<file path="config.mk">
export PLATFORM = sky130hd
export DESIGN_NAME = ibus_arb2
export DESIGN_NICKNAME = d
export VERILOG_FILES = /design/src/rtl/ibus_arb_pkg.sv /design/src/rtl/ibus_rd_tag_pipe.sv /design/src/rtl/ibus_arb2.sv
export SDC_FILE = /design/constraint.sdc
export NUM_CORES = 1
export LEC_CHECK = 0
export ABC_AREA = 1
export BUFFER_PORTS_ARGS = -buffer_cell sky130_fd_sc_hd__buf_2
export CORE_AREA = 2 2 86 88
export CTS_CLUSTER_DIAMETER = 30
export DETAILED_ROUTE_END_ITERATION = 7
export DIE_AREA = 0 0 88 90
export GPL_ROUTABILITY_DRIVEN = 0
export PLACE_DENSITY_LB_ADDON = 0.25
export SLEW_MARGIN = 20
export SYNTH_ARGS = -nofsm -noshare
export SYNTH_HDL_FRONTEND = slang
export SYNTH_SLANG_ARGS = --single-unit
</file>
<file path="constraint.sdc">
create_clock -name clk -period 2.4 [get_ports clk]
set_input_delay 0.12 -clock clk [delete_from_list [all_inputs] [get_ports clk]]
set_output_delay 0.12 -clock clk [all_outputs]
set_load 0.01 [all_outputs]
</file>
<file path="src/rtl/ibus_arb_pkg.sv">
// ibus_arb_pkg: shared types and constants for the two-master ibus arbiter.
//   arb_state_e : arbiter FSM states (idle, owned by m0, owned by m1, handover)
//   OWN_M0/M1   : owner tag values carried in the read tag pipeline
//   IBUS_AW/DW  : ibus word-address and data widths
//   own_state() : maps an owner tag to its ownership state
package ibus_arb_pkg;

  typedef enum logic [1:0] {
    StIdle = 2'd0,
    StOwn0 = 2'd1,
    StOwn1 = 2'd2,
    StHand = 2'd3
  } arb_state_e;

  localparam logic OWN_M0 = 1'b0;
  localparam logic OWN_M1 = 1'b1;

  localparam int unsigned IBUS_AW = 18;
  localparam int unsigned IBUS_DW = 16;

  function automatic arb_state_e own_state(input logic owner);
    return (owner == OWN_M1) ? StOwn1 : StOwn0;
  endfunction

endpackage

</file>
<file path="src/rtl/ibus_rd_tag_pipe.sv">
// ibus_rd_tag_pipe: DEPTH-stage shift register of {valid, owner} that follows each forwarded
// read through the slave latency, so returning data can be steered to the master that issued it.
// Ports:
//   clk, rst_n  : clock, asynchronous active-low clear (drops all in-flight tags)
//   push_valid  : a read is forwarded to the slave this cycle
//   push_owner  : owner tag of that read
//   pop_valid   : a read issued DEPTH cycles ago returns this cycle
//   pop_owner   : owner tag of the returning read
module ibus_rd_tag_pipe
  import ibus_arb_pkg::*;
#(
  parameter int unsigned DEPTH = 1
) (
  input  logic clk,
  input  logic rst_n,
  input  logic push_valid,
  input  logic push_owner,
  output logic pop_valid,
  output logic pop_owner
);

  logic valid_q [DEPTH];
  logic owner_q [DEPTH];

  always_ff @(posedge clk or negedge rst_n) begin
    if (!rst_n) begin
      for (int i = 0; i < DEPTH; i++) begin
        valid_q[i] <= 1'b0;
        owner_q[i] <= OWN_M0;
      end
    end else begin
      valid_q[0] <= push_valid;
      owner_q[0] <= push_valid ? push_owner : OWN_M0;
      for (int i = 1; i < DEPTH; i++) begin
        valid_q[i] <= valid_q[i-1];
        owner_q[i] <= owner_q[i-1];
      end
    end
  end

  assign pop_valid = valid_q[DEPTH-1];
  assign pop_owner = owner_q[DEPTH-1];

endmodule

</file>
<file path="src/rtl/ibus_arb2.sv">
// ibus_arb2: round-robin arbiter with burst limit sharing the systolic array's 16-bit ibus
// between two masters (m0, m1). The owner's strobes, addresses and write data are muxed
// combinationally onto ibus_*; read data is routed back through a latency-matched tag pipe.
// Optional feature macro: IBUS_ARB_TIMEOUT_EN (idle-owner watchdog, sticky arb_timeout_err).
// Ports (x = 0, 1):
//   clk, rst_n              : clock, asynchronous active-low reset
//   mx_req                  : level request for bus ownership
//   mx_ren, mx_wen          : read/write strobes, honoured only while mx_gnt
//   mx_radr, mx_wadr        : word addresses [19:2]
//   mx_wdata                : write data
//   mx_gnt                  : registered ownership grant
//   mx_rvalid, mx_rdata     : read return for master x (rdata zero when not valid)
//   ibus_ren/wen/radr/wadr/wdata : slave-side command outputs
//   ibus_rdata              : slave read data, valid RD_LAT cycles after ibus_ren
//   arb_timeout_err         : sticky watchdog flag (tied low without IBUS_ARB_TIMEOUT_EN)
module ibus_arb2
  import ibus_arb_pkg::*;
#(
  parameter int unsigned RD_LAT    = 1,
  parameter int unsigned MAX_BURST = 8,
  parameter int unsigned TIMEOUT   = 64
) (
  input  logic               clk,
  input  logic               rst_n,
  // master 0
  input  logic               m0_req,
  input  logic               m0_ren,
  input  logic               m0_wen,
  input  logic [IBUS_AW+1:2] m0_radr,
  input  logic [IBUS_AW+1:2] m0_wadr,
  input  logic [IBUS_DW-1:0] m0_wdata,
  output logic               m0_gnt,
  output logic               m0_rvalid,
  output logic [IBUS_DW-1:0] m0_rdata,
  // master 1
  input  logic               m1_req,
  input  logic               m1_ren,
  input  logic               m1_wen,
  input  logic [IBUS_AW+1:2] m1_radr,
  input  logic [IBUS_AW+1:2] m1_wadr,
  input  logic [IBUS_DW-1:0] m1_wdata,
  output logic               m1_gnt,
  output logic               m1_rvalid,
  output logic [IBUS_DW-1:0] m1_rdata,
  // slave side
  output logic               ibus_ren,
  output logic               ibus_wen,
  output logic [IBUS_AW+1:2] ibus_radr,
  output logic [IBUS_AW+1:2] ibus_wadr,
  output logic [IBUS_DW-1:0] ibus_wdata,
  input  logic [IBUS_DW-1:0] ibus_rdata,
  output logic               arb_timeout_err
);

  if (RD_LAT < 1 || RD_LAT > 4 || MAX_BURST == 0 || TIMEOUT == 0) begin : g_param_err
    $error("ibus_arb2: RD_LAT must be 1..4, MAX_BURST and TIMEOUT must be nonzero");
  end

  localparam int unsigned BcntW = $clog2(MAX_BURST + 1);
  localparam logic [BcntW-1:0] BurstMax = BcntW'(MAX_BURST);

  arb_state_e       state_q, state_d;
  logic             last_q, last_d;   // last owner; breaks ties in idle
  logic             cur_q, cur_d;     // current (or, in handover, outgoing) owner
  logic [BcntW-1:0] bcnt_q, bcnt_d;
  logic             gnt0_q, gnt1_q;

  logic owning, own_req, oth_req, own_cmd, accept;
  logic timeout_hit;

  assign owning  = (state_q == StOwn0) || (state_q == StOwn1);
  assign own_req = (cur_q == OWN_M1) ? m1_req : m0_req;
  assign oth_req = (cur_q == OWN_M1) ? m0_req : m1_req;
  assign own_cmd = (cur_q == OWN_M1) ? (m1_ren | m1_wen) : (m0_ren | m0_wen);
  assign accept  = owning && own_cmd;

  // ---------------------------------------------------------------------------------------------
  // Ownership FSM
  // ---------------------------------------------------------------------------------------------
  always_comb begin
    state_d = state_q;
    last_d  = last_q;
    cur_d   = cur_q;
    bcnt_d  = bcnt_q;
    unique case (state_q)
      StIdle: begin
        if (m0_req && m1_req) begin
          cur_d   = ~last_q;
          state_d = own_state(~last_q);
        end else if (m0_req) begin
          cur_d   = OWN_M0;
          state_d = StOwn0;
        end else if (m1_req) begin
          cur_d   = OWN_M1;
          state_d = StOwn1;
        end
      end
      StOwn0, StOwn1: begin
        if (accept && (bcnt_q != BurstMax)) begin
          bcnt_d = bcnt_q + 1'b1;
        end
        // Use the post-accept count so the limiting command is the last one granted.
        if (!own_req || ((bcnt_d == BurstMax) && oth_req) || timeout_hit) begin
          state_d = StHand;
        end
      end
      StHand: begin
        last_d = cur_q;
        bcnt_d = '0;
        if (oth_req) begin
          cur_d   = ~cur_q;
          state_d = own_state(~cur_q);
        end else if (own_req) begin
          state_d = own_state(cur_q);
        end else begin
          state_d = StIdle;
        end
      end
      default: state_d = StIdle;
    endcase
  end

  always_ff @(posedge clk or negedge rst_n) begin
    if (!rst_n) begin
      state_q <= StIdle;
      last_q  <= OWN_M1;  // m0 wins the first tie
      cur_q   <= OWN_M0;
      bcnt_q  <= '0;
      gnt0_q  <= 1'b0;
      gnt1_q  <= 1'b0;
    end else begin
      state_q <= state_d;
      last_q  <= last_d;
      cur_q   <= cur_d;
      bcnt_q  <= bcnt_d;
      gnt0_q  <= (state_d == StOwn0);
      gnt1_q  <= (state_d == StOwn1);
    end
  end

  assign m0_gnt = gnt0_q;
  assign m1_gnt = gnt1_q;

  // ---------------------------------------------------------------------------------------------
  // Idle-owner watchdog
  // ---------------------------------------------------------------------------------------------
`ifdef IBUS_ARB_TIMEOUT_EN
  localparam int unsigned TcntW = $clog2(TIMEOUT + 1);
  localparam logic [TcntW-1:0] TcntMax = TcntW'(TIMEOUT);

  logic [TcntW-1:0] tcnt_q, tcnt_d;
  logic             err_q, err_d;

  always_comb begin
    tcnt_d      = '0;
    timeout_hit = 1'b0;
    if (owning && !accept && oth_req) begin
      tcnt_d      = tcnt_q + 1'b1;
      timeout_hit = (tcnt_d == TcntMax);
    end
    err_d = err_q | timeout_hit;
  end

  always_ff @(posedge clk or negedge rst_n) begin
    if (!rst_n) begin
      tcnt_q <= '0;
      err_q  <= 1'b0;
    end else begin
      tcnt_q <= (state_d == StHand) ? '0 : tcnt_d;
      err_q  <= err_d;
    end
  end

  assign arb_timeout_err = err_q;
`else
  assign timeout_hit     = 1'b0;
  assign arb_timeout_err = 1'b0;
`endif

  // ---------------------------------------------------------------------------------------------
  // Slave-side command mux (zero added latency)
  // ---------------------------------------------------------------------------------------------
  always_comb begin
    ibus_ren   = 1'b0;
    ibus_wen   = 1'b0;
    ibus_radr  = '0;
    ibus_wadr  = '0;
    ibus_wdata = '0;
    unique case (state_q)
      StOwn0: begin
        ibus_ren   = m0_ren;
        ibus_wen   = m0_wen;
        ibus_radr  = m0_radr;
        ibus_wadr  = m0_wadr;
        ibus_wdata = m0_wdata;
      end
      StOwn1: begin
        ibus_ren   = m1_ren;
        ibus_wen   = m1_wen;
        ibus_radr  = m1_radr;
        ibus_wadr  = m1_wadr;
        ibus_wdata = m1_wdata;
      end
      default: ;
    endcase
  end

  // ---------------------------------------------------------------------------------------------
  // Read return routing
  // ---------------------------------------------------------------------------------------------
  logic tag_valid, tag_owner;

  ibus_rd_tag_pipe #(
    .DEPTH (RD_LAT)
  ) u_tag_pipe (
    .clk        (clk),
    .rst_n      (rst_n),
    .push_valid (ibus_ren),
    .push_owner (cur_q),
    .pop_valid  (tag_valid),
    .pop_owner  (tag_owner)
  );

  assign m0_rvalid = tag_valid && (tag_owner == OWN_M0);
  assign m1_rvalid = tag_valid && (tag_owner == OWN_M1);
  assign m0_rdata  = m0_rvalid ? ibus_rdata : '0;
  assign m1_rdata  = m1_rvalid ? ibus_rdata : '0;

endmodule

</file>
==> results.txt, run 1 <==
number of max-cap violations: 0
per-cell via count in the routed design: 4.45
reported leakage power: 1.83 nW
worst path arrival time: 1.95 ns
kind of capture point of the worst setup path: primary output
accumulated negative setup slack: 0 ns
buffer cell driving the clock tree root: sky130_fd_sc_hd__clkbuf_8
net total in the final layout: 674
Iteration-0 DRC Markers: 112
type of the worst min-delay path: in -> async
cells resized by post-CTS repair: 0
class of the most critical setup path: reg -> out
Placeable Area: 7020 sq um
Avg WL per Cell: 12.0 um
Die ar.: 7920 sq um
Worst Path Buf+Inv: 4
average cell area after synthesis: 5.24 sq um
number of I/O port buffers: 217
Final setup violation count: 0
Total Power Consumption: 3.41 mW
critical path's top delay family: buffers and inverters
cell count after synthesis: 334
count of unique library cells instantiated by Yosys: 29
reg-to-reg setup timing slack: 0.42 ns
post-synthesis register bit count: 12
post-route cell area: 2990 sq um
clock transition time at the flip-flop clock pins of the worst setup and hold paths: 0.06 ns
r2r worst-path depth: 11
area of placed instances: 2930 sq um
number of global-route vias before repair: 2603
buffer levels on the longest clock path: 2
Yosys top cell by area: sky130_fd_sc_hd__nand2_1
Worst VDD drop: 0.422 mV
ratio of final minimum period to clock period: 0.862
endpoint of the lowest-slack register-to-register path: m1_gnt
unrepaired setup endpoints after global routing: false
top cell type's share of synthesized area: 0.274
via count: 2837
residual DRC count: 0
most common cell after layout, fill and taps aside: sky130_fd_sc_hd__buf_2
pin count of the biggest net entering global routing: 34
minimum clock period after layout: 2.07 ns
power density over the cells: 1140 nW/um^2
CP max-delay cell: sky130_fd_sc_hd__inv_2
TritonCTS clock tree: done
Worst Setup Start Kind: flop
cell-by-cell listing of the critical path: inv_1 > ha_1 > inv_2 > buf_12 > a21oi_1 > buf_2
final-report hold violation count: 0
Worst Skew: 0.00572 ns
Final Max Tran Viols: 0
sum of overflow across all layers after global routing: 0
top area cells in the synthesized netlist: sky130_fd_sc_hd__nand2_1 (27%), sky130_fd_sc_hd__a21oi_1 (16%), sky130_fd_sc_hd__dfrtp_1 (16%)
status: completed
estimated wirelength of the detail-placed design: 6180 um
top-level port count: 219
remaining antenna violation count after routing: 0
worst-skew pair later-pin latency: 0.25 ns
Max Fanout on Critical Path: 30
Max Clock Freq: 0.483 GHz
Worst path max stage delay: 0.40 ns
area of the mapped netlist: 1750 sq um
sequential cell area fraction in the yosys report: 0.172
relative max-transition margin: 0.650
sink count of the clock tree: 12
number of clock buffers inserted by TritonCTS: 3
Antenna diodes: 0
vertical die dimension: 90 um
buffers inserted by post-CTS timing repair: 0
total of hold buffers inserted after clock tree synthesis: 1
antenna violations before repair: 0
H-Tree Level Count: 1
total of warnings raised by yosys: 0
first-pass GRT wire length: 11600 um
commonest cells after routing, fill and taps aside: sky130_fd_sc_hd__buf_2 (217), sky130_fd_sc_hd__nand2_1 (128), sky130_fd_sc_hd__a21oi_1 (55)
number of filler instances in the final layout: 763
required time at the endpoint of the critical path: 2.28 ns
number of detailed-routing iterations run before antenna repair: 4
Post-Syn Nets: 468
final WL: 7660 um
Std-Cell Rows: 31
beginning of the worst register-to-register path: state_q[1]
Least-Margin Pin Slew: 0.524 ns
P&R area growth vs syn: 70.5%
width of the die: 88 um
overall track demand over capacity in global routing: 0.178
initial standard-cell utilization of the core: 0.250
fraction of layout cells with a size suffix above 1: 0.445
cell usage after synthesis (all sizes together):
library cell / number
ha: 6
conb: 1
nand3: 9
nor3: 1
a22o: 1
dfrtp: 11
a21oi: 56
nor2: 44
nand2: 130
o21ai: 7
dfstp: 1
buf: 4
inv: 36
xor2: 2
nand4: 1
o211ai: 3
o22ai: 2
a31oi: 1
a211oi: 1
clkbuf: 17
stage by stage:
| stage | hold WS [ns] | utilization | cells | setup WS (ns) |
|---|---|---|---|---|
| final | 0.286 | 0.425 | 638 | 0.331 |
| after global routing | 0.319 | 0.425 | 638 | 0.206 |
| after CTS | 0.286 | 0.425 | 638 | 0.336 |
| after detailed placement | 0.0234 | 0.418 | 633 | 0.447 |
| after global placement | 0.0148 | 0.418 | 633 | 0.542 |
| after floorplan | -0.176 | - | 334 | 0.662 |
flip-flops by register name (all words and copies together), names as in the netlist:
register              count
m1_gnt                    1
last_q                    1
bcnt_q                    4
state_q                   2
cur_q                     1
u_tag_pipe.pop_valid      1
m0_gnt                    1
u_tag_pipe.pop_owner      1
metal layers:
metal | GRT usage | part of all wire | vias up
met1 | 0.207 | 0.41 | 1234
met4 | 0.0513 | 0.015 | 0
met2 | 0.330 | 0.50 | 141
li1 | - | - | 1450
met3 | 0.0239 | 0.075 | 12
met5 | 0 | 0 | -
cells by family (layout without fill, tap and decap cells):
| family | count (synthesis) | after routing | share of synthesized area |
|---|---|---|---|
| AOI/OAI and AO/OA | 71 | 71 | 0.215 |
| xor gates and xnor gates | 2 | 2 | 0.0143 |
| adders and majority gates | 6 | 6 | 0.0429 |
| buffers and inverters | 57 | 262 | 0.129 |
| DFF | 12 | 12 | 0.172 |
| other | 1 | 1 | 0.00214 |
| and+or+nand+nor | 185 | 185 | 0.425 |
power breakdown:
part           total (mW)  switching [mW]  internal [mW]
registers           0.377          0.0780          0.299
clock network       0.202          0.0840          0.118
logic                2.83            1.80           1.03
total                3.41            1.96           1.45
worst max path at each step:
| stage | start | to | cells past startpoint |
|---|---|---|---|
| 3_5_place_dp | state_q[1] | m1_gnt | 11 |
| 3_3_place_gp | state_q[1] | m0_gnt | 13 |
| 6_report | state_q[0] | ibus_radr[11] | 6 |
| 4_1_cts | state_q[0] | ibus_radr[11] | 6 |
| 5_1_grt | state_q[0] | ibus_radr[18] | 6 |
| 2_1_floorplan | state_q[1] | m1_gnt | 11 |
final cells by class:
| class | instances | area, sq um | area share |
|---|---|---|---|
| Timing Repair Buffer | 222 | 1150 | 0.385 |
| Multi-Input combinational cell | 265 | 1230 | 0.412 |
| Sequential cell | 12 | 302 | 0.101 |
| Tap cell | 99 | 124 | 0.0415 |
| Inverter | 36 | 135 | 0.0452 |
| Clock buffer | 4 | 45.0 | 0.0151 |
worst register-to-register path, delay by kind of cell (launching register included):
kind	cells	cell delay (ns)
fa+ha+maj	1	0.37
compound gates	3	0.40
buf+inv	1	0.10
simple gates	6	0.59
flops	1	0.39
No activity file was read; power rests on OpenSTA's default activity.
==> run 2: changes to the inputs <==
--- a/config.mk
+++ b/config.mk
@@ -7,11 +7,10 @@
 export LEC_CHECK = 0
 export ABC_AREA = 1
 export BUFFER_PORTS_ARGS = -buffer_cell sky130_fd_sc_hd__buf_2
-export CORE_AREA = 2 2 86 88
+export CORE_AREA = 2 2 85 87
 export CTS_CLUSTER_DIAMETER = 30
 export DETAILED_ROUTE_END_ITERATION = 7
-export DIE_AREA = 0 0 88 90
-export GPL_ROUTABILITY_DRIVEN = 0
+export DIE_AREA = 0 0 87 89
 export PLACE_DENSITY_LB_ADDON = 0.25
 export SLEW_MARGIN = 20
 export SYNTH_ARGS = -nofsm -noshare
==> constraint.sdc (replaced) <==
create_clock -name clk -period 1.73 [get_ports clk]
set_input_delay 0.0865 -clock clk [delete_from_list [all_inputs] [get_ports clk]]
set_output_delay 0.0865 -clock clk [all_outputs]
set_load 0.01 [all_outputs]
==> run 2 against run 1 <==
Against the previous run: the run now ends with setup timing left; flip-flop and latch count did not move; via count rose by 4.2%; sequential share of layout area fell by 1.5 points; cell area rose by 17%; worst setup slack got worse by 0.36 ns; critical path depth rose by 7; final cell count did not move; worst hold slack got worse by 0.051 ns; clock power rose by 56%; clock skew fell by 0.0020 ns; first-iteration DRC count fell by 39%; count of clock-buffer cells in the layout did not move; critical endpoint is now m0_gnt.
==> results.txt, run 2 (synthesis gave the netlist of run 1 again) <==
H-Tree Level Count: 1 (unchanged)
fraction of power spent switching nets: 0.527 (was 0.575)
Max Fanout on Critical Path: 4 (was 30)
top-level port count: 219 (unchanged)
sum of overflow across all layers after global routing: 0 (unchanged)
number of filler instances in the final layout: 666 (was 763)
cell-by-cell listing of the critical path: inv_2 > ha_4 > nand2_4 > o21ai_1 > nand2_2 > nor2_2 > nand3_2 > nand3_2 > nand2_1 > nand2_1 > nand2_2 > nand2_2 > nor2_2 (was inv_1 > ha_1 > inv_2 > buf_12 > a21oi_1 > buf_2)
post-route cell area: 3490 sq um (was 2990 sq um)
per-cell via count in the routed design: 4.63 (was 4.45)
number of I/O port buffers: 217 (unchanged)
class of the most critical setup path: reg -> reg (was reg -> out)
clock share of power: 0.051 (was 0.059)
ratio of final minimum period to clock period: 1.02
number of detailed-routing iterations run before antenna repair: 4 (unchanged)
violated checks: setup timing
CP max-delay cell: sky130_fd_sc_hd__dfrtp_1 (was sky130_fd_sc_hd__inv_2)
TritonCTS clock tree: done (unchanged)
final weighted congestion in routability-driven placement: 0.958
kind of capture point of the worst setup path: flop (was primary output)
vertical die dimension: 89 um (was 90 um)
cell depth of the worst min-delay path: 3
Final setup violation count: 6 (was 0)
relative max-transition margin: 0.662 (was 0.650)
register with the most flip-flops: bcnt_q (unchanged)
estimated wirelength of the detail-placed design: 6340 um (was 6180 um)
post-route non-filler standard cell count: 638 (unchanged)
initial standard-cell utilization of the core: 0.261 (was 0.250)
smallest setup slack after layout: -0.0275 ns (was 0.331 ns)
worst hold slack across all endpoints: 0.235 ns (was 0.286 ns)
most common cell after layout, fill and taps aside: sky130_fd_sc_hd__buf_2 (unchanged)
minimum clock period after layout: 1.76 ns
antenna violations before repair: 0 (unchanged)
overall track demand over capacity in global routing: 0.186 (was 0.178)
sequential fraction of design power: 0.081 (was 0.110)
final WL: 8410 um (was 7660 um)
via count: 2957 (was 2837)
commonest cells after routing, fill and taps aside: sky130_fd_sc_hd__buf_2 (216), sky130_fd_sc_hd__nand2_1 (112), sky130_fd_sc_hd__nor2_1 (38) (was sky130_fd_sc_hd__buf_2 (217), sky130_fd_sc_hd__nand2_1 (128), sky130_fd_sc_hd__a21oi_1 (55))
P&R area growth vs syn: 99.1% (was 70.5%)
Worst Skew: 0.00373 ns (was 0.00572 ns)
Max Clock Freq: 0.569 GHz
most frequent cell on the critical path: sky130_fd_sc_hd__nand2_2
type of the worst min-delay path: in -> reg (was in -> async)
reported leakage power: 2.03 nW (was 1.83 nW)
Worst Path Buf+Inv: 1 (was 4)
buffer levels on the longest clock path: 2 (unchanged)
number of clock buffers inserted by TritonCTS: 3 (unchanged)
Avg WL per Cell: 13.2 um (was 12.0 um)
endpoint of the lowest-slack register-to-register path: m0_gnt (was m1_gnt)
r2r worst-path depth: 13 (was 11)
sink count of the clock tree: 12 (unchanged)
HP Start: m1_req
Std-Cell Rows: 30 (was 31)
number of max-cap violations: 0 (unchanged)
critical path's top delay family: simple AND/OR/NAND/NOR gates (was buffers and inverters)
number of placed instances, taps included: 623 (was 633)
first-pass GRT wire length: 11400 um (was 11600 um)
number of global-route vias before repair: 2496 (was 2603)
Iteration-0 DRC Markers: 68 (was 112)
reg-to-reg setup timing slack: -0.03 ns (was 0.42 ns)
Worst path max stage delay: 0.38 ns (was 0.40 ns)
power density over the cells: 1770 nW/um^2 (was 1140 nW/um^2)
leading registers by flop count: bcnt_q: 4 flops, state_q: 2 flops (unchanged)
unrepaired setup endpoints after global routing: true (was false)
remaining antenna violation count after routing: 0 (unchanged)
total net switching power: 3.26 mW (was 1.96 mW)
Worst Setup Start Kind: flop (unchanged)
Worst VDD drop: 0.985 mV (was 0.422 mV)
terminating pin of the worst hold path: state_q[1]
status: complete, but fails checks (was completed)
Placeable Area: 6720 sq um (was 7020 sq um)
Largest register FFs: 4 (unchanged)
buffer cell driving the clock tree root: sky130_fd_sc_hd__clkbuf_8 (unchanged)
width of the die: 87 um (was 88 um)
area of placed instances: 3010 sq um (was 2930 sq um)
residual DRC count: 0 (unchanged)
final-report hold violation count: 0 (unchanged)
worst path arrival time: 1.90 ns (was 1.95 ns)
beginning of the worst register-to-register path: state_q[1] (unchanged)
Least-Margin Pin Slew: 0.505 ns (was 0.524 ns)
net total in the final layout: 693 (was 674)
combinational group share of total power: 0.868 (was 0.830)
clock transition time at the flip-flop clock pins of the worst setup and hold paths: 0.06 ns (about the same)
pin count of the biggest net entering global routing: 38 (was 34)
Final Max Tran Viols: 0 (unchanged)
fraction of layout cells with a size suffix above 1: 0.557 (was 0.445)
Die ar.: 7740 sq um (was 7920 sq um)
required time at the endpoint of the critical path: 1.87 ns (was 2.28 ns)
accumulated negative setup slack: -0.0840 ns (was 0 ns)
internal power: 2.92 mW (was 1.45 mW)
Antenna diodes: 0 (unchanged)
worst-skew pair later-pin latency: 0.25 ns (about the same)
## run 2: cell count changes in the layout (fill, tap and decap cells not counted), sizes merged
| cell | previous run | this run |
|---|---|---|
| clkbuf | 4 | 7 |
| buf | 221 | 237 |
## run 2: power by group through the flow
stage	logic [mW]	clock network [mW]	registers, mW
after floorplan	2.57	0	0.492
after detailed placement	4.25	0	0.503
after global routing	5.86	0.334	0.521
final	5.37	0.315	0.502
after CTS	4.56	0.323	0.497
after global placement	4.23	0	0.501
## run 2: layout make-up
class                           instances  area, sq um  area share
Inverter                               36          138      0.0395
Tap cell                               80          100      0.0287
Clock buffer                            4         55.1      0.0158
Multi-Input combinational cell        265         1450       0.415
Sequential cell                        12          302      0.0864
Timing Repair Buffer                  241         1450       0.414
## run 2: worst max path at each step
stage                     startpoint            end  slack, ns  depth (start not counted)
after floorplan           state_q[1]         m1_gnt       0.05                         11
final                     state_q[1]         m0_gnt      -0.03                         13
after global routing      state_q[0]         m1_gnt      -0.15                         11
after CTS                 state_q[1]  ibus_radr[13]      -0.01                          7
after detailed placement   bcnt_q[0]         m1_gnt      -0.04                         12
after global placement     bcnt_q[0]         m0_gnt       0.02                         14
## run 2: through the flow
step	setup WS [ns]	util	power, mW
after floorplan	0.0493	-	3.06
after global placement	0.0214	0.448	4.73
after detailed placement	-0.0399	0.448	4.75
after CTS	-0.0103	0.473	5.38
after global routing	-0.151	0.519	6.71
final	-0.0275	0.519	6.18
## run 2: worst reg2reg max path: stages, from the launching register on
cell                      delay (ns)
sky130_fd_sc_hd__dfrtp_1        0.38
sky130_fd_sc_hd__inv_2          0.07
sky130_fd_sc_hd__ha_4           0.28
sky130_fd_sc_hd__nand2_4        0.06
sky130_fd_sc_hd__o21ai_1        0.18
sky130_fd_sc_hd__nand2_2        0.10
sky130_fd_sc_hd__nor2_2         0.11
sky130_fd_sc_hd__nand3_2        0.11
sky130_fd_sc_hd__nand3_2        0.07
sky130_fd_sc_hd__nand2_1        0.05
sky130_fd_sc_hd__nand2_1        0.07
sky130_fd_sc_hd__nand2_2        0.06
sky130_fd_sc_hd__nand2_2        0.08
sky130_fd_sc_hd__nor2_2         0.04
## run 2: layer usage
layer / global-route usage / part of all wire
met5: 0 / 0
met4: 0.0795 / 0.031
met3: 0.0305 / 0.078
met2: 0.353 / 0.51
met1: 0.205 / 0.38
## run 2: what timing repair did
action	in CTS	in global routing
pin swaps	2	27
cloned	2	3
endpoints found under the hold margin	12	0
endpoints found under the setup margin	56	57
hold buffers	1	0
setup buffers	2	3
gates resized for setup	9	62
==> run 3: changes to the inputs <==
--- a/config.mk
+++ b/config.mk
@@ -7,12 +7,13 @@
 export LEC_CHECK = 0
 export ABC_AREA = 1
 export BUFFER_PORTS_ARGS = -buffer_cell sky130_fd_sc_hd__buf_2
-export CORE_AREA = 2 2 85 87
+export CORE_AREA = 2 2 84 86
 export CTS_CLUSTER_DIAMETER = 30
 export DETAILED_ROUTE_END_ITERATION = 7
-export DIE_AREA = 0 0 87 89
+export DIE_AREA = 0 0 86 88
 export PLACE_DENSITY_LB_ADDON = 0.25
 export SLEW_MARGIN = 20
 export SYNTH_ARGS = -nofsm -noshare
 export SYNTH_HDL_FRONTEND = slang
+export SYNTH_HIERARCHICAL = 1
 export SYNTH_SLANG_ARGS = --single-unit
==> run 3 against run 2 <==
Against the previous run: the flow still finishes with violations (setup timing); worst hold slack worse by 0.0017 ns; synthesized cell count increased by 0.30%; via count grew 3.4%; final cell count increased by 1.9%; global-route usage is 0.13 points lower; area after synthesis shrank 0.21%; count of clock-buffer cells in the layout is the same; flip-flop and latch count unchanged; critical path depth decreased by 6; critical path type is now reg -> out.
==> results.txt, run 3 <==
status: complete, but fails checks (unchanged)
violated checks: setup timing (unchanged)
class of the most critical setup path: reg -> out (was reg -> reg)
top cell types by occurrence after synthesis: sky130_fd_sc_hd__nand2_1 (132), sky130_fd_sc_hd__a21oi_1 (56), sky130_fd_sc_hd__nor2_1 (39) (was sky130_fd_sc_hd__nand2_1 (128), sky130_fd_sc_hd__a21oi_1 (55), sky130_fd_sc_hd__nor2_1 (40))
sum of overflow across all layers after global routing: 0 (unchanged)
top cell type's share of synthesized area: 0.283 (was 0.274)
Post-Syn Nets: 469 (was 468)
Iteration-0 DRC Markers: 149 (was 68)
Worst VDD drop: 0.848 mV (was 0.985 mV)
initial standard-cell utilization of the core: 0.263 (was 0.261)
commonest cells after routing, fill and taps aside: sky130_fd_sc_hd__buf_2 (217), sky130_fd_sc_hd__nand2_1 (125), sky130_fd_sc_hd__a21oi_1 (39) (was sky130_fd_sc_hd__buf_2 (216), sky130_fd_sc_hd__nand2_1 (112), sky130_fd_sc_hd__nor2_1 (38))
Final Util: 0.532 (was 0.519)
number of max-cap violations: 0 (unchanged)
count of unique library cells instantiated by Yosys: 25 (was 29)
Final setup violation count: 5 (was 6)
reported leakage power: 2.07 nW (was 2.03 nW)
fraction of layout cells with a size suffix above 1: 0.528 (was 0.557)
TritonCTS clock tree: done (unchanged)
register with the most flip-flops: bcnt_q (unchanged)
required time at the endpoint of the critical path: 1.64 ns (was 1.87 ns)
most common cell after layout, fill and taps aside: sky130_fd_sc_hd__buf_2 (unchanged)
Max Fanout on Critical Path: 14 (was 4)
residual DRC count: 0 (unchanged)
number of clock buffers inserted by TritonCTS: 3 (unchanged)
per-cell via count in the routed design: 4.70 (was 4.63)
worst path arrival time: 1.67 ns (was 1.90 ns)
buffer levels on the longest clock path: 2 (unchanged)
worst-skew pair later-pin latency: 0.25 ns (about the same)
post-route non-filler standard cell count: 650 (was 638)
Worst Setup Start Kind: flop (unchanged)
estimated wirelength of the detail-placed design: 6250 um (was 6340 um)
post-route cell area: 3530 sq um (was 3490 sq um)
final weighted congestion in routability-driven placement: 0.963 (was 0.958)
smallest setup slack after layout: -0.0243 ns (was -0.0275 ns)
type of the worst min-delay path: in -> reg (unchanged)
Least-Margin Pin Slew: 0.510 ns (was 0.505 ns)
minimum clock period after layout: 1.75 ns (was 1.76 ns)
number of global-route vias before repair: 2463 (was 2496)
P&R area growth vs syn: 102% (was 99.1%)
Final Max Tran Viols: 0 (unchanged)
Post-synth EDFFs: 0 (unchanged)
final-report hold violation count: 0 (unchanged)
area of the mapped netlist: 1750 sq um (about the same)
via count: 3058 (was 2957)
Largest register FFs: 4 (unchanged)
top-level port count: 219 (unchanged)
Avg WL per Cell: 13.9 um (was 13.2 um)
ratio of final minimum period to clock period: 1.01 (was 1.02)
Yosys top cell by area: sky130_fd_sc_hd__nand2_1 (unchanged)
buffer cell driving the clock tree root: sky130_fd_sc_hd__clkbuf_8 (unchanged)
fraction of registers with async set/reset: 1.00 (unchanged)
kind of capture point of the worst setup path: primary output (was flop)
antenna violations before repair: 0 (unchanged)
average cell area after synthesis: 5.22 sq um (was 5.24 sq um)
H-Tree Level Count: 1 (unchanged)
top area cells in the synthesized netlist: sky130_fd_sc_hd__nand2_1 (28%), sky130_fd_sc_hd__a21oi_1 (16%), sky130_fd_sc_hd__dfrtp_1 (16%) (was sky130_fd_sc_hd__nand2_1 (27%), sky130_fd_sc_hd__a21oi_1 (16%), sky130_fd_sc_hd__dfrtp_1 (16%))
relative max-transition margin: 0.659 (was 0.662)
net total in the final layout: 705 (was 693)
number of detailed-routing iterations run before antenna repair: 4 (unchanged)
cell count after synthesis: 335 (was 334)
overall track demand over capacity in global routing: 0.185 (was 0.186)
Max Clock Freq: 0.570 GHz (was 0.569 GHz)
sequential cell area fraction in the yosys report: 0.173 (was 0.172)
remaining antenna violation count after routing: 0 (unchanged)
first-pass GRT wire length: 11300 um (was 11400 um)
final WL: 9010 um (was 8410 um)
vertical die dimension: 88 um (was 89 um)
Std-Cell Rows: 30 (unchanged)
Worst Skew: 0.00347 ns (was 0.00373 ns)
top flip-flop cell by instance count after synthesis: sky130_fd_sc_hd__dfrtp_1 (unchanged)
power density over the cells: 1840 nW/um^2 (was 1770 nW/um^2)
unrepaired setup endpoints after global routing: true (unchanged)
sink count of the clock tree: 12 (unchanged)
number of I/O port buffers: 217 (unchanged)
leading registers by flop count: bcnt_q: 4 flops, state_q: 2 flops (unchanged)
total of warnings raised by yosys: 6 (was 0)
pin count of the biggest net entering global routing: 27 (was 38)
number of placed instances, taps included: 625 (was 623)
Die ar.: 7570 sq um (was 7740 sq um)
area of placed instances: 2990 sq um (was 3010 sq um)
width of the die: 86 um (was 87 um)
Antenna diodes: 0 (unchanged)
clock transition time at the flip-flop clock pins of the worst setup and hold paths: 0.06 ns (about the same)
post-synthesis register bit count: 12 (unchanged)
leading cell type by number of instances after synthesis: sky130_fd_sc_hd__nand2_1 (unchanged)
Placeable Area: 6640 sq um (was 6720 sq um)
-- run 3: cell count changes after synthesis --
cell | previous run | this run
sky130_fd_sc_hd__clkbuf_1 | 17 | 19
sky130_fd_sc_hd__buf_1 | 2 | 0
sky130_fd_sc_hd__nor3_1 | 1 | 0
sky130_fd_sc_hd__inv_1 | 34 | 33
sky130_fd_sc_hd__nand2_1 | 128 | 132
sky130_fd_sc_hd__a211oi_1 | 1 | 0
sky130_fd_sc_hd__nor2_1 | 40 | 39
sky130_fd_sc_hd__o21ai_0 | 7 | 8
sky130_fd_sc_hd__a21oi_1 | 55 | 56
sky130_fd_sc_hd__a22o_1 | 1 | 0
-- run 3: kinds of logic after synthesis --
| logic type | count (synthesis) | share of synthesized area |
|---|---|---|
| simple gates | 187 | 0.429 |
| compound gates | 71 | 0.212 |
| buf+inv | 56 | 0.127 |
| flops | 12 | 0.173 |
| fa+ha+maj | 6 | 0.0429 |
| xor+xnor | 2 | 0.0143 |
| other cells | 1 | 0.00215 |
-- run 3: path summary, 6_finish.rpt --
kind                            startpoint                   end  slack, ns  depth (start not counted)
worst max-delay path            state_q[1]        ibus_wdata[13]      -0.02                          7
worst min-delay path                m0_ren  u_tag_pipe/pop_valid       0.23                          4
worst max register to register   bcnt_q[0]                m1_gnt      -0.01                         13
worst min register to register      last_q                last_q       0.50                          2
max in group asynchronous            rst_n                last_q       1.21                          2
min in group asynchronous            rst_n  u_tag_pipe/pop_valid       0.24                          2
-- run 3: through the flow --
stage	worst slack, ns	total power, mW	hold WS, ns	setup TNS (ns)
floorplan	-0.00837	3.03	-0.209	-0.0126
global placement	0.0364	4.64	-0.0172	0
detailed placement	-0.0231	4.66	-0.0155	-0.0284
CTS	0.00212	5.60	0.131	0
global route	-0.121	6.95	0.256	-2.03
finish	-0.0243	6.49	0.233	-0.0584
-- run 3: repair_timing --
action | in CTS | in global routing
endpoints found under the setup margin | 56 | 58
endpoints found under the hold margin | 12 | 0
pin swaps | 3 | 7
buffers inserted | 2 | 7
hold buffers | 1 | 0
gates cloned | 3 | 8
resized for setup | 14 | 35
-- run 3: worst max-delay path: stages (launching register included) --
cell	delay, ns
sky130_fd_sc_hd__dfrtp_1	0.38
sky130_fd_sc_hd__inv_2	0.08
sky130_fd_sc_hd__buf_4	0.14
sky130_fd_sc_hd__ha_4	0.24
sky130_fd_sc_hd__buf_12	0.17
sky130_fd_sc_hd__nand2_1	0.07
sky130_fd_sc_hd__a21oi_2	0.17
sky130_fd_sc_hd__buf_2	0.16
-- run 3: routing by layer --
layer | part of all wire | vias up | GRT usage | wire length, um
met3 | 0.084 | 13 | 0.0292 | 756
met4 | 0.012 | 0 | 0.0404 | 112
met2 | 0.52 | 183 | 0.346 | 4720
li1 | - | 1514 | - | -
met5 | 0 | - | 0 | 0
met1 | 0.38 | 1348 | 0.222 | 3420
-- run 3: layout make-up --
| type | count | area (sq um) |
|---|---|---|
| Sequential cell | 12 | 302 |
| Fill cell | 663 | 3110 |
| Timing Repair Buffer | 252 | 1580 |
| Tap cell | 80 | 100 |
| Multi-Input combinational cell | 267 | 1370 |
| Inverter | 35 | 136 |
| Clock buffer | 4 | 55.1 |
-- run 3: report_power, final --
group / internal (mW) / switching, mW
registers: 0.416 / 0.0667
logic: 2.52 / 3.17
clock network: 0.202 / 0.112
total: 3.14 / 3.35
